--- src/rtl/hazard_fwd_ctrl.sv ---
// hazard_fwd_ctrl: Tuse/Tnew hazard and forwarding scheduler for the 5-stage pipeline.
// Tracks destination records through E/M/W, drives the D, ALU-operand and DM-write-data
// forward selects and a global stall.
// Optional: define MD_STALL_EN to add the mult/div busy-counter stall (md_startE, md_useD).
module hazard_fwd_ctrl #(
    parameter int unsigned RW = 5,
    parameter int unsigned TW = 2
) (
    input  logic          clk,
    input  logic          reset,
    input  logic [RW-1:0] rsD,
    input  logic [RW-1:0] rtD,
    input  logic [TW-1:0] tuse_rs,
    input  logic [TW-1:0] tuse_rt,
    input  logic [RW-1:0] a3D,
    input  logic [TW-1:0] tnewD,
    input  logic [1:0]    srcD,
`ifdef MD_STALL_EN
    input  logic [1:0]    md_startE,
    input  logic          md_useD,
`endif
    output logic          stall,
    output logic [2:0]    mf_d_1_sel,
    output logic [2:0]    mf_d_2_sel,
    output logic [2:0]    mf_alu_a_sel,
    output logic [2:0]    mf_alu_b_sel,
    output logic [2:0]    mf_dmi_sel
);

    localparam logic [2:0] SelRf   = 3'b000;
    localparam logic [2:0] SelMalu = 3'b001;
    localparam logic [2:0] SelMpc  = 3'b010;
    localparam logic [2:0] SelWd   = 3'b011;
    localparam logic [2:0] SelEpc  = 3'b100;
    localparam logic [1:0] SrcPc8  = 2'b10;

    // E record is complete; M and W keep only the fields that are ever consulted.
    logic [RW-1:0] e_a3, e_rs, e_rt;
    logic [TW-1:0] e_tnew;
    logic [1:0]    e_src;
    logic [RW-1:0] m_a3, m_rt;
    logic [TW-1:0] m_tnew;
    logic [1:0]    m_src;
    logic [RW-1:0] w_a3;
    logic          md_stall;

    // Register 0 is hardwired, so it never counts as a match.
    function automatic logic hit(input logic [RW-1:0] a3, input logic [RW-1:0] s);
        return (a3 != '0) && (a3 == s);
    endfunction

    function automatic logic src_stall(input logic [RW-1:0] s, input logic [TW-1:0] tuse,
                                       input logic [RW-1:0] ea3, input logic [TW-1:0] etn,
                                       input logic [RW-1:0] ma3, input logic [TW-1:0] mtn);
        if (tuse == '1) return 1'b0;
        return (hit(ea3, s) && (etn > tuse)) || (hit(ma3, s) && (mtn > tuse));
    endfunction

    // Nearest producer wins; a non-PC8 match in E either stalls or falls through.
    function automatic logic [2:0] d_fwd(input logic [RW-1:0] s,
                                         input logic [RW-1:0] ea3, input logic [1:0] esrc,
                                         input logic [RW-1:0] ma3, input logic [TW-1:0] mtn,
                                         input logic [1:0] msrc, input logic [RW-1:0] wa3);
        if (hit(ea3, s) && (esrc == SrcPc8)) return SelEpc;
        if (hit(ma3, s) && (mtn == '0)) return (msrc == SrcPc8) ? SelMpc : SelMalu;
        if (hit(wa3, s)) return SelWd;
        return SelRf;
    endfunction

    function automatic logic [2:0] e_fwd(input logic [RW-1:0] s,
                                         input logic [RW-1:0] ma3, input logic [1:0] msrc,
                                         input logic [RW-1:0] wa3);
        if (hit(ma3, s)) return (msrc == SrcPc8) ? SelMpc : SelMalu;
        if (hit(wa3, s)) return SelWd;
        return SelRf;
    endfunction

    // Advance records E->M->W; a stall turns the incoming E record into a bubble.
    always_ff @(posedge clk) begin
        if (!reset) begin
            e_a3   <= '0;
            e_rs   <= '0;
            e_rt   <= '0;
            e_tnew <= '0;
            e_src  <= '0;
            m_a3   <= '0;
            m_rt   <= '0;
            m_tnew <= '0;
            m_src  <= '0;
            w_a3   <= '0;
        end else begin
            if (stall) begin
                e_a3   <= '0;
                e_rs   <= '0;
                e_rt   <= '0;
                e_tnew <= '0;
                e_src  <= '0;
            end else begin
                e_a3   <= a3D;
                e_rs   <= rsD;
                e_rt   <= rtD;
                e_tnew <= tnewD;
                e_src  <= srcD;
            end
            m_a3   <= e_a3;
            m_rt   <= e_rt;
            m_tnew <= (e_tnew == '0) ? '0 : e_tnew - TW'(1);
            m_src  <= e_src;
            w_a3   <= m_a3;
        end
    end

`ifdef MD_STALL_EN
    logic [3:0] md_cnt;
    logic       e_valid;

    // Busy counter for the multiply/divide unit; only a real (non-bubble) E op starts it.
    always_ff @(posedge clk) begin
        if (!reset) begin
            md_cnt  <= '0;
            e_valid <= 1'b0;
        end else begin
            e_valid <= !stall;
            if ((md_startE != 2'b00) && e_valid) begin
                md_cnt <= md_startE[1] ? 4'd10 : 4'd5;
            end else if (md_cnt != '0) begin
                md_cnt <= md_cnt - 4'd1;
            end
        end
    end

    // HI/LO users wait while an op is starting or still busy.
    always_comb begin
        md_stall = md_useD && ((md_cnt != '0) || (md_startE != 2'b00));
    end
`else
    // No multiply/divide interlock in this build.
    always_comb begin
        md_stall = 1'b0;
    end
`endif

    // Combinational stall and forward selects from the records and D inputs.
    always_comb begin
        stall = src_stall(rsD, tuse_rs, e_a3, e_tnew, m_a3, m_tnew)
              | src_stall(rtD, tuse_rt, e_a3, e_tnew, m_a3, m_tnew)
              | md_stall;
        mf_d_1_sel   = d_fwd(rsD, e_a3, e_src, m_a3, m_tnew, m_src, w_a3);
        mf_d_2_sel   = d_fwd(rtD, e_a3, e_src, m_a3, m_tnew, m_src, w_a3);
        mf_alu_a_sel = e_fwd(e_rs, m_a3, m_src, w_a3);
        mf_alu_b_sel = e_fwd(e_rt, m_a3, m_src, w_a3);
        mf_dmi_sel   = (w_a3 != '0) && (m_rt == w_a3) ? SelWd : SelRf;
    end

endmodule

--- config.mk ---
export PLATFORM = sky130hd
export DESIGN_NAME = hazard_fwd_ctrl
export DESIGN_NICKNAME = d
export VERILOG_FILES = /design/src/rtl/hazard_fwd_ctrl.sv
export SDC_FILE = /design/constraint.sdc
export NUM_CORES = 1
export LEC_CHECK = 0
export CAP_MARGIN = 30
export CORE_MARGIN = 1.5
export CORE_UTILIZATION = 30
export DETAILED_ROUTE_END_ITERATION = 6
export HOLD_SLACK_MARGIN = 0.05
export PLACE_DENSITY_LB_ADDON = 0.1
export SETUP_SLACK_MARGIN = 0.2
export SYNTH_ARGS = -nofsm -noshare
export SYNTH_HDL_FRONTEND = slang
export SYNTH_SLANG_ARGS = --single-unit
--- constraint.sdc ---
create_clock -name clk -period 1.9 [get_ports clk]
set_input_delay 0.19 -clock clk [delete_from_list [all_inputs] [get_ports clk]]
set_output_delay 0.19 -clock clk [all_outputs]
set_load 0.02 [all_outputs]
# After elaboration in Yosys (flattened, before gate mapping)
# Cells that the tools add are included.
# word_totals
register_bits,38
in_bits,25
output_inout_bits,16
elab_cells,106
# op_classes
addsub,1
order_cmp,4
n_eq_ne,15
muxes,46
bitwise,2
reduce_logical,28
# op_table
operator,n
$mux W3,20
$eq A5 B5 Y1,11
$mux W1,24
$logic_and A1 B1 Y1,19
$reduce_bool A5 Y1,3
$eq A2 B2 Y1 const B,4
$gt A2 B2 Y1,4
$logic_not A2 Y1,2
$mux W2,2
$reduce_or A2 Y1,2
$logic_or A1 B1 Y1,2
$sub A2 B1 Y2 const B,1
$not A1 Y1,1
$or A1 B1 Y1,1

# Depth between registers and ports, before layout
# Gate-level depths: netlist of the first run.
# logic_depth
ltp_word,10
depth_mapped,8
mapped_depth_nobuf,7

# Least setup slack after synthesis of the first run
# Ideal clock, no wire load.
# synth_timing
path_kind,flip-flop to output port
startpoint,reg e_a3[4]
endpoint,out mf_d_1_sel[1]
arrival_ps,2158
required_ps,1710
slack_ps,-448
stages_incl_launch_ff,6
n_path_buf,0
path_cell_list,dfxtp_1 > or4_1 > nor2_1 > or3b_2 > nor4_1 > nor2_1
# synth_between
elab_chain_cells,5
elab_cells_between_ends,6
cone_classes,1 x eq/ne; 2 x mux; 3 x reduce/logical
# synth_rtl
item,line_no,rtl
"start, declared",38,"logic [RW-1:0] e_a3, e_rs, e_rt;"
"start signal, assigned",81,e_a3 <= '0;
"start signal, assigned",93,e_a3 <= '0;
"start signal, assigned",99,e_a3 <= a3D;
$eq A5 B5 Y1 or $reduce_bool A5 Y1 (tied branches),49,return (a3 != '0) && (a3 == s);
$logic_and A1 B1 Y1 (*),49,
$logic_and A1 B1 Y1 (*),64,"if (hit(ea3, s) && (esrc == SrcPc8)) return SelEpc;"
$mux W1 (*),64,
$mux W3 (*),65,"if (hit(ma3, s) && (mtn == '0)) return (msrc == SrcPc8) ? SelMpc : SelMalu;"
"end, declared",23,"output logic [2:0] mf_d_1_sel,"
# Every way passes the cells marked *; elsewhere a longest branch is shown, timed or not.

# Worst setup path in the final report of the first run
# layout_timing
startpoint,reg m_a3[1]
endpoint,out stall
# layout_between
elab_chain_cells,6
elab_cells_between_ends,12
cone_classes,2 x eq/ne; 2 x mux; 1 x bitwise; 7 x reduce/logical
# layout_rtl
item,line_no,rtl
"start, declared",41,"logic [RW-1:0] m_a3, m_rt;"
"start signal, assigned",86,m_a3 <= '0;
"start signal, assigned",105,m_a3 <= e_a3;
$eq A5 B5 Y1 or $reduce_bool A5 Y1 (tied branches),49,
$logic_and A1 B1 Y1,49,
$logic_and A1 B1 Y1,56,"return (hit(ea3, s) && (etn > tuse)) || (hit(ma3, s) && (mtn > tuse));"
$logic_or A1 B1 Y1,56,
$mux W1,56,
$or A1 B1 Y1 (*),146,"| src_stall(rtD, tuse_rt, e_a3, e_tnew, m_a3, m_tnew)"
"end, declared",22,"output logic stall,"
# Marked as above.

==> results.cfg, run 1 <==
[outcome]
status = finished with violations
violations = setup timing

[final_layout]
antenna_cells = 0
n_fill_cell = 668
fin_area_mm2 = 0.00340
drive_gt1_share_pct = 39.2
area_growth_pct = 55.3
utilization_pct = 49.2
fin_nets = 366

[worst_hold_path]
whs_path_depth = 1
hp-class = register to register

[clock_network]
cts-root-buf = clkbuf_8
numCtsBuffers = 5
clockBufferDepth = 2
clkTransAtPathRegs_ns = 0.07
clk-insertion-delay-late_ns = 0.28
cts_tree = yes
clock_sinks = 38
cts_htree_levels = 2

[timing]
rsz0062_at_grt = yes
whs_ns = 0.408
post-route-min-period_ns = 2.19
setup_violations = 31
drv_slew = 0
final_hold_viol_count = 0
clock_skew_ns = 0.00316
fin_setup_tns_ns = -6.65
fmax_ghz = 0.456
setup_ws_ns = -0.294
min_period_over_period_pct = 115

[die]
initial_utilization_pct = 31.7
fp.dieW_um = 88.4
die_area_mm2 = 0.00781
ioPinCount = 41
num_rows = 30
fp.coreArea_mm2 = 0.00691
fp.dieH_um = 88.4

[logic_synthesis]
ys_top_cells_by_count = xnor2_1, dfxtp_1, and2_1, xor2_1, nand3_1
synth_seq_cells = 38
synth_edf_count = 0
avgSynthCellArea_um2 = 9.27
synth_top_area_share_pct = 34.8
synth-warning-count = 0
synth_area_mm2 = 0.00219
ys_types = 36
synth_flop_cell = dfxtp_1
synthCells = 236
synth_area_leader_cell = dfxtp_1
netlist_top_cells_area = dfxtp_1, xnor2_1, and2_1
synth-seq-area-share_pct = 34.8
synth-async-reset-ratio_pct = 0
synth.most_common_cell = xnor2_1

[setup_path]
worstPathArrival_ns = 2.00
critPathLaunch = m_a3[1]
critPathLaunchType = register
rr_worst_depth = 10
timing.rr.start = m_a3[1]
endpoint_kind = output port
criticalPathCategory = register to output port
r2r_slack_ns = -0.25
critical_path.max_fanout = 4
required_ns = 1.71
r2r-end = e_rt[2]
critPathCapture = stall

[detailed_routing]
dr.pass1.iters = 4
vias = 1840
maxUsedRoutingLayer = met4
drtIter0Drc = 63
wl_mm = 5.44
drc = 0
postRouteAntennaNets = 0
wl_met2_mm = 2.68
drt-vias-per-instance = 4.30
wire_per_inst_um = 12.7
routed-wl-met3_um = 193
wl_met1_mm = 2.53

[global_routing]
antenna_found_initial = 0
grt_max_degree = 18
first_global_vias = 1819
grt_pass1_wl_mm = 8.94
grt_overflow_total = 0
groute.usage.overall_pct = 15.4

[place]
numPortBuffers = 37
detailed_place_hpwl_mm = 4.56
placed_area_mm2 = 0.00312
gp_congestion = 0.800

[power_and_ir_drop]
power_density_mw_per_mm2 = 578
power.leakage_nw = 1.42
ir_drop_v = 0.000366

[run]
maxCapViolCount = 0
[final cells by class]
| cell class | instances | area (µm²) | share of cell area [%] |
|---|---|---|---|
| Clock buffer | 5 | 68.8 | 2.03 |
| Sequential cell | 38 | 777 | 22.9 |
| Multi-Input combinational cell | 177 | 1530 | 45.1 |
| Clock inverter | 2 | 10.0 | 0.295 |
| Timing Repair Buffer | 103 | 862 | 25.4 |
| Tap cell | 96 | 120 | 3.54 |
| Inverter | 7 | 26.3 | 0.774 |
[through the flow]
step	setup slack [ns]	cells	power (W)
after global placement	-0.737	416	0.00141
final	-0.294	428	0.00196
after CTS	-0.326	426	0.00197
after global routing	-0.404	428	0.00208
after detailed placement	-0.802	416	0.00141
after floorplan	0.0329	238	0.00117
[critical path, cell delays in order, from the launching register on]
cell and delay (ns):
dfxtp_2 0.32, or4_4 0.54, buf_6 0.14, nor2_8 0.11, nor4_2 0.05, buf_4 0.15, nor3_4 0.17, o31ai_1 0.08
buf_2 0.16
[worst min-delay path by stage]
| stage | from | endpoint | slack (ns) |
|---|---|---|---|
| 5_1_grt | a3D[3] | e_a3[3] | 0.45 |
| 4_1_cts | e_tnew[0] | m_tnew[0] | 0.42 |
| 2_1_floorplan | a3D[2] | e_a3[2] | 0.31 |
| 6_report | e_tnew[0] | m_tnew[0] | 0.41 |
| 3_5_place_dp | e_tnew[0] | m_tnew[0] | 0.40 |
| 3_3_place_gp | e_tnew[0] | m_tnew[0] | 0.40 |
[routing by layer]
layer	vias up	global-route usage [%]
met4	0	2.98
li1	968	-
met2	32	26.3
met1	835	20.3
met3	5	3.26
met5	-	0
[sequential cells by signal, indices dropped and copies added (netlist names)]
signal and cells:
m_src 2, m_tnew 2, e_rt 5, m_a3 5, e_a3 5, e_src 2, w_a3 5, m_rt 5
e_rs 5, e_tnew 2
[placed cells by master, fill, tap and decap left out, types with 2 or more instances in the layout]
cell,count
a21oi_4,2
a22oi_2,2
and2_1,36
buf_2,4
buf_4,63
buf_6,12
clkbuf_8,5
clkdlybuf4s50_1,19
clkinv_2,2
conb_1,3
dfxtp_1,29
dfxtp_2,7
dfxtp_4,2
dlygate4sd2_1,5
ha_1,7
ha_4,2
inv_1,6
nand2_1,5
nand2b_1,3
nand3_1,10
nand4_1,2
nor2_1,7
nor2_4,3
nor2b_1,3
nor4_2,5
nor4_4,2
o21ai_1,2
o21ai_2,2
o31ai_1,3
o41ai_1,3
o41ai_2,2
or4_4,3
xnor2_1,41
xnor2_2,2
xor2_1,12
[where the power goes]
group	total, W	internal [W]	switching (W)
logic	0.000577	0.000320	0.000257
registers	0.000869	0.000838	0.0000318
clock network	0.000518	0.000246	0.000271
total	0.00196	0.00140	0.000560
[cells by family (layout without fill, tap and decap cells)]
group,after synthesis,count (layout),share of synthesized area (%)
fa+ha+maj,9,9,5.15
other cells,1,3,0.171
simple gates,89,89,25.3
compound gates,20,20,6.64
mux,1,1,0.458
buf+inv,23,117,5.49
flops,38,38,34.8
xor+xnor,55,55,22.0
[repair_timing]
action | in CTS | in global routing
setup endpoints to repair | 32 | 32
buffers inserted | 3 | 2
hold buffers | 0 | 0
hold endpoints to repair | 0 | 0
pin swaps | 14 | 8
gates resized for setup | 107 | 20
No activity file was read; power rests on OpenSTA's default activity.
==> run 2, diff against run 1 <==
- CAP_MARGIN: 30 -> 20
- CORE_MARGIN: 1.5 -> unset
- clock period: 1.9 -> 1.8 ns (I/O delays scaled with it)
==> run 2 against run 1 <==
Compared with the run above: the flow still finishes with violations (setup timing); worst setup slack lost 0.085 ns; routed wire length up 7.6%; count of clock-buffer cells in the layout up 1; largest power group unchanged.
==> results.cfg, run 2 (synthesized netlist as in run 1, its figures left out) <==
[outcome]
status = finished with violations
violations = setup timing

[final_layout]
fin_area_mm2 = 0.00372
layout_common_cells = buf_4, xnor2_1, and2_1, dfxtp_1, buf_6
area_growth_pct = 70.3
final_common_cell = buf_4
multi_input_area_mm2 = 0.00172
regArea_um2 = 779
stdcell_count = 432
fin_nets = 369
drive_gt1_share_pct = 44.6
n_fill_cell = 660
antenna_cells = 0

[setup_path]
critical_path.max_fanout = 10
required_ns = 2.03
timing.critical_path.buf_inv = 5
worstPathArrival_ns = 2.41
criticalPathCategory = register to register
crit_family = simple AND/OR/NAND/NOR gates
endpoint_kind = register
critPathLaunchType = register
crit_top_cell = buf_6
critPathLaunch = m_a3[1]
crit_path_cell_trace = or4_4, buf_6, nor2_8, buf_6, nor4_4, buf_4, buf_6, nor4_4, buf_4, and2_1
timing.rr.start = m_a3[1]
slowest_delay_ns = 0.54
critPathSlowestCell = or4_4

[clock_network]
numCtsBuffers = 5
clockBufferDepth = 2
clkTransAtPathRegs_ns = 0.08
cts_htree_levels = 2
cts-root-buf = clkbuf_8
cts_tree = yes
ctsHoldBuffers = 0
clk-insertion-delay-late_ns = 0.29
clock_sinks = 38

[detailed_routing]
drt-vias-per-instance = 4.37
drtIter0Drc = 44
drc = 0
wl_mm = 5.85
dr.pass1.iters = 4
postRouteAntennaNets = 0
wire_per_inst_um = 13.5
vias = 1889

[power_and_ir_drop]
power_density_mw_per_mm2 = 675
p_comb_share_pct = 28.0
p_sw_w = 0.000665
ir_drop_v = 0.000354
internal-power_w = 0.00185
clockPowerShare_pct = 35.5
switching_share_pct = 26.5
power.leakage_nw = 1.57
seqPwrFrac_pct = 36.5

[die]
fp.coreArea_mm2 = 0.00691
fp.dieW_um = 87.4
die_area_mm2 = 0.00764
fp.dieH_um = 87.4
num_rows = 30
initial_utilization_pct = 31.7
ioPinCount = 41

[place]
numPortBuffers = 37
placedCellCount = 418
detailed_place_hpwl_mm = 4.54
gp_congestion = 0.863
placed_area_mm2 = 0.00316

[worst_hold_path]
worstHoldStart = rtD[3]
hp-class = input port to register

[timing]
slew_headroom_pct = 64.6
tightest_slew_ns = 0.530
rsz0062_at_grt = yes
clock_skew_ns = 0.00508
setup_violations = 31
drv_slew = 0
setup_ws_ns = -0.378
fmax_ghz = 0.459
final_hold_viol_count = 0
min_period_over_period_pct = 121
post-route-min-period_ns = 2.18

[global_routing]
grt_pass1_wl_mm = 9.23
grt_overflow_total = 0
grt_max_degree = 19
antenna_found_initial = 0
first_global_vias = 1874
groute.usage.overall_pct = 16.3

[run]
maxCapViolCount = 0
==> run 2: cell count changes in the layout (fill, tap and decap cells not counted), sizes merged <==
cell	change
clkinv	-2
clkbuf	+1
bufinv	+2
buf	+3
dlymetal6s2s	+5
clkdlybuf4s50	-5
==> run 2: layout make-up <==
class                      instances  share of cell area, %
tap                               96                   3.22
clock inverter                     2                   1.61
timing repair buffer             106                   25.2
multi-input combinational        177                   46.2
clock buffer                       6                   2.22
sequential                        38                   20.9
inverter                           7                  0.705
==> run 2: final timing paths <==
check,cells after the start,endpoint,slack [ns]
setup reg to reg,10,e_rt[1],-0.38
hold / removal,3,e_rt[3],0.30
setup / recovery,10,e_rt[1],-0.38
hold reg to reg,1,m_tnew[0],0.41
==> run 2: routing by layer <==
layer	share of wire [%]	GRT usage, %	vias to the layer above	wire length [µm]
li1	-	-	982	-
met1	45	19.5	870	2660
met2	51	29.5	31	2970
met3	2.7	2.94	6	157
met4	1.1	4.92	0	65
met5	0	0	-	0
==> run 2: repair_timing <==
item                       4_1_cts  5_1_grt
setup endpoints to repair       32       32
resized for setup              115       46
pin swaps                        7       18
setup buffers                    5        1
==> run 2: through the flow <==
| stage | util (%) | total power [W] | setup WS (ns) | hold slack [ns] | TNS [ns] |
|---|---|---|---|---|---|
| after CTS | 50.2 | 0.00244 | -0.382 | 0.398 | -9.95 |
| final | 53.9 | 0.00251 | -0.378 | 0.299 | -10.01 |
| after floorplan | - | 0.00124 | -0.0671 | 0.302 | -0.782 |
| after global routing | 53.9 | 0.00263 | -0.466 | 0.318 | -12.74 |
| after global placement | 45.7 | 0.00150 | -0.827 | 0.405 | -20.83 |
| after detailed placement | 45.7 | 0.00150 | -0.874 | 0.399 | -20.77 |
==> run 2: power by group through the flow <==
stage	Clock (W)	Sequential, W	Combinational (W)
6_report	0.000893	0.000917	0.000703
4_1_cts	0.000915	0.000914	0.000615
2_1_floorplan	0	0.000927	0.000311
3_5_place_dp	0	0.000936	0.000568
5_1_grt	0.000950	0.000922	0.000760
3_3_place_gp	0	0.000936	0.000562
==> run 2: worst min-delay path, cell delays in order <==
cell            delay (ns)
dlymetal6s2s_1        0.13
buf_6                 0.13
and2_1                0.11
==> run 3, diff against run 2 <==
- ABC_AREA: unset -> 1
- GPL_TIMING_DRIVEN: unset -> 0
==> run 3 against run 2 <==
Compared with the run above: the flow still finishes with violations (setup timing); synthesized cell count is 36% higher; critical endpoint is now mf_alu_b_sel[0]; synthesized area is 5.7% higher; cell area is 2.9% lower; core utilization is 4.9 points lower.
==> results.cfg, run 3 <==
[setup_path]
crit_path_cell_trace = buf_8, buf_4, xor2_1, nor4_4, inv_1, nand2_1, nand2_1, buf_2
required_ns = 1.62
criticalPathCategory = register to output port
slowest_delay_ns = 0.33
worstPathArrival_ns = 1.72
timing.critical_path.buf_inv = 4
crit_family = buffers and inverters
critPathSlowestCell = dfxtp_2
endpoint_kind = output port
critical_path.max_fanout = 5
crit_top_cell = nand2_1
critPathLaunchType = register

[power_and_ir_drop]
p_comb_share_pct = 27.3
power.leakage_nw = 1.71
seqPwrFrac_pct = 40.4
p_sw_w = 0.000688
ir_drop_v = 0.000268
switching_share_pct = 30.2
internal-power_w = 0.00159
total_power_w = 0.00228
power_density_mw_per_mm2 = 629
clockPowerShare_pct = 32.2

[die]
num_rows = 31
die_area_mm2 = 0.00806
initial_utilization_pct = 31.4
fp.dieH_um = 89.8
fp.coreArea_mm2 = 0.00737
fp.dieW_um = 89.8
ioPinCount = 41

[timing]
whs_ns = 0.252
post-route-min-period_ns = 1.90
slew_headroom_pct = 65.0
fmax_ghz = 0.526
rsz0062_at_grt = yes
min_period_over_period_pct = 106
setup_violations = 8
final_hold_viol_count = 0
clock_skew_ns = 0.00734
drv_slew = 0
setup_ws_ns = -0.101
tightest_slew_ns = 0.525

[detailed_routing]
vias = 2014
wire_per_inst_um = 11.9
drt-vias-per-instance = 4.18
dr.pass1.iters = 4
drc = 0
postRouteAntennaNets = 0
drtIter0Drc = 56
wl_mm = 5.72

[clock_network]
cts-root-buf = clkbuf_8
cts_htree_levels = 2
cts_tree = yes
clkTransAtPathRegs_ns = 0.08
clk-insertion-delay-late_ns = 0.30
clockBufferDepth = 2
numCtsBuffers = 5
clock_sinks = 38
ctsHoldBuffers = 0

[logic_synthesis]
synth_area_leader_cell = dfxtp_1
synth_edf_count = 0
synth-warning-count = 0
synthCells = 320
netlist_top_cells_area = dfxtp_1, xnor2_1, nand2_1
ys_top_cells_by_count = nand2_1, inv_1, dfxtp_1, xnor2_1, nor2_1
synth.most_common_cell = nand2_1
synth_top_area_share_pct = 32.9
synth-seq-area-share_pct = 32.9
avgSynthCellArea_um2 = 7.23
synth_area_mm2 = 0.00231
synth-async-reset-ratio_pct = 0
synth_flop_cell = dfxtp_1
ys_types = 31
synth_seq_cells = 38

[worst_hold_path]
hp-class = input port to register

[outcome]
violations = setup timing
status = finished with violations

[place]
gp_congestion = 0.789
detailed_place_hpwl_mm = 4.27
placedCellCount = 457
numPortBuffers = 36

[global_routing]
use_met2_pct = 26.4
first_global_vias = 2012
groute.usage.overall_pct = 15.3
met1_usage_pct = 19.1
grt_pass1_wl_mm = 9.67
antenna_found_initial = 0
grt_overflow_total = 0
gr-max-usage-layer = met2
gr-usage-met3_pct = 3.30
grt_max_degree = 14

[final_layout]
final_common_cell = nand2_1
layout_common_cells = nand2_1, inv_1, dfxtp_1, nor2_4, xnor2_1
fin_nets = 416
stdcell_count = 482
area_growth_pct = 56.4
antenna_cells = 0
drive_gt1_share_pct = 40.7

[run]
maxCapViolCount = 0
-- run 3: changes by cell type in the layout (fill, tap and decap cells not counted), moves of 6 or more --
cell           delta
xnor2_1          -19
inv_1            +48
buf_4            -46
xnor2_2           +9
nand2_1          +49
dlygate4sd2_1     +6
nor2_2            +8
nor2_4           +18
nand2_2          +11
and2_1           -36
-- run 3: worst reg2reg max path, delay by kind of cell (launching register included) --
kind | cells | cell delay, ns
flops | 1 | 0.33
buf+inv | 5 | 0.60
simple gates | 9 | 0.65
-- run 3: area by class of cell --
| cell class | instances | area (µm²) |
|---|---|---|
| fill | 738 | 3750 |
| clock inverter | 3 | 45.0 |
| inverter | 63 | 249 |
| timing repair buffer | 53 | 523 |
| sequential | 38 | 790 |
| tap | 99 | 124 |
| buffer | 17 | 168 |
| multi-input combinational | 204 | 1650 |
| clock buffer | 5 | 68.8 |
-- run 3: power by group through the flow --
| stage | Sequential [W] | Clock [W] | Combinational, W |
|---|---|---|---|
| finish | 0.000920 | 0.000733 | 0.000622 |
| global route | 0.000927 | 0.000788 | 0.000682 |
| CTS | 0.000920 | 0.000748 | 0.000562 |
| detailed placement | 0.000934 | 0 | 0.000451 |
| global placement | 0.000934 | 0 | 0.000447 |
| floorplan | 0.000927 | 0 | 0.000297 |
-- run 3: per-layer routing --
metal / vias to the layer above / part of all wire, %
met5: - / 0
met4: 0 / 2.6
met3: 13 / 2.9
met2: 38 / 49
met1: 896 / 46
li1: 1067 / -
-- run 3: cells by family after synthesis --
family / share of synthesized area (%)
DFF: 32.9
xor gates and xnor gates: 17.8
AOI/OAI and AO/OA: 2.54
other: 0.162
adders and majority gates: 4.87
and+or+nand+nor: 27.1
buffers and inverters: 14.7
-- run 3: stage by stage --
stage | TNS, ns | cell area, µm² | setup slack [ns] | util, %
finish | -0.531 | 3620 | -0.101 | 49.1
global route | -1.49 | 3620 | -0.191 | 49.1
CTS | -0.579 | 3350 | -0.0892 | 45.5
detailed placement | -9.80 | 2810 | -0.698 | 38.1
global placement | -9.42 | 2810 | -0.689 | 38.1
floorplan | 0 | 2320 | 0.251 | -
-- run 3: repair_timing --
action,in CTS,in global routing
setup endpoints to repair,23,32
pin swaps,32,22
gates resized for setup,162,66
cloned,1,0
buffers inserted,14,2
-- run 3: path summary, 6_finish.rpt --
path / slack, ns / endpoint / cells after the start / from
setup / recovery: -0.10 / mf_alu_b_sel[0] / 8 / m_a3[4]
hold / removal: 0.25 / w_a3[1] / 3 / reset
setup reg to reg: 0.14 / e_rs[3] / 14 / m_a3[4]
hold reg to reg: 0.41 / m_tnew[0] / 1 / e_tnew[0]
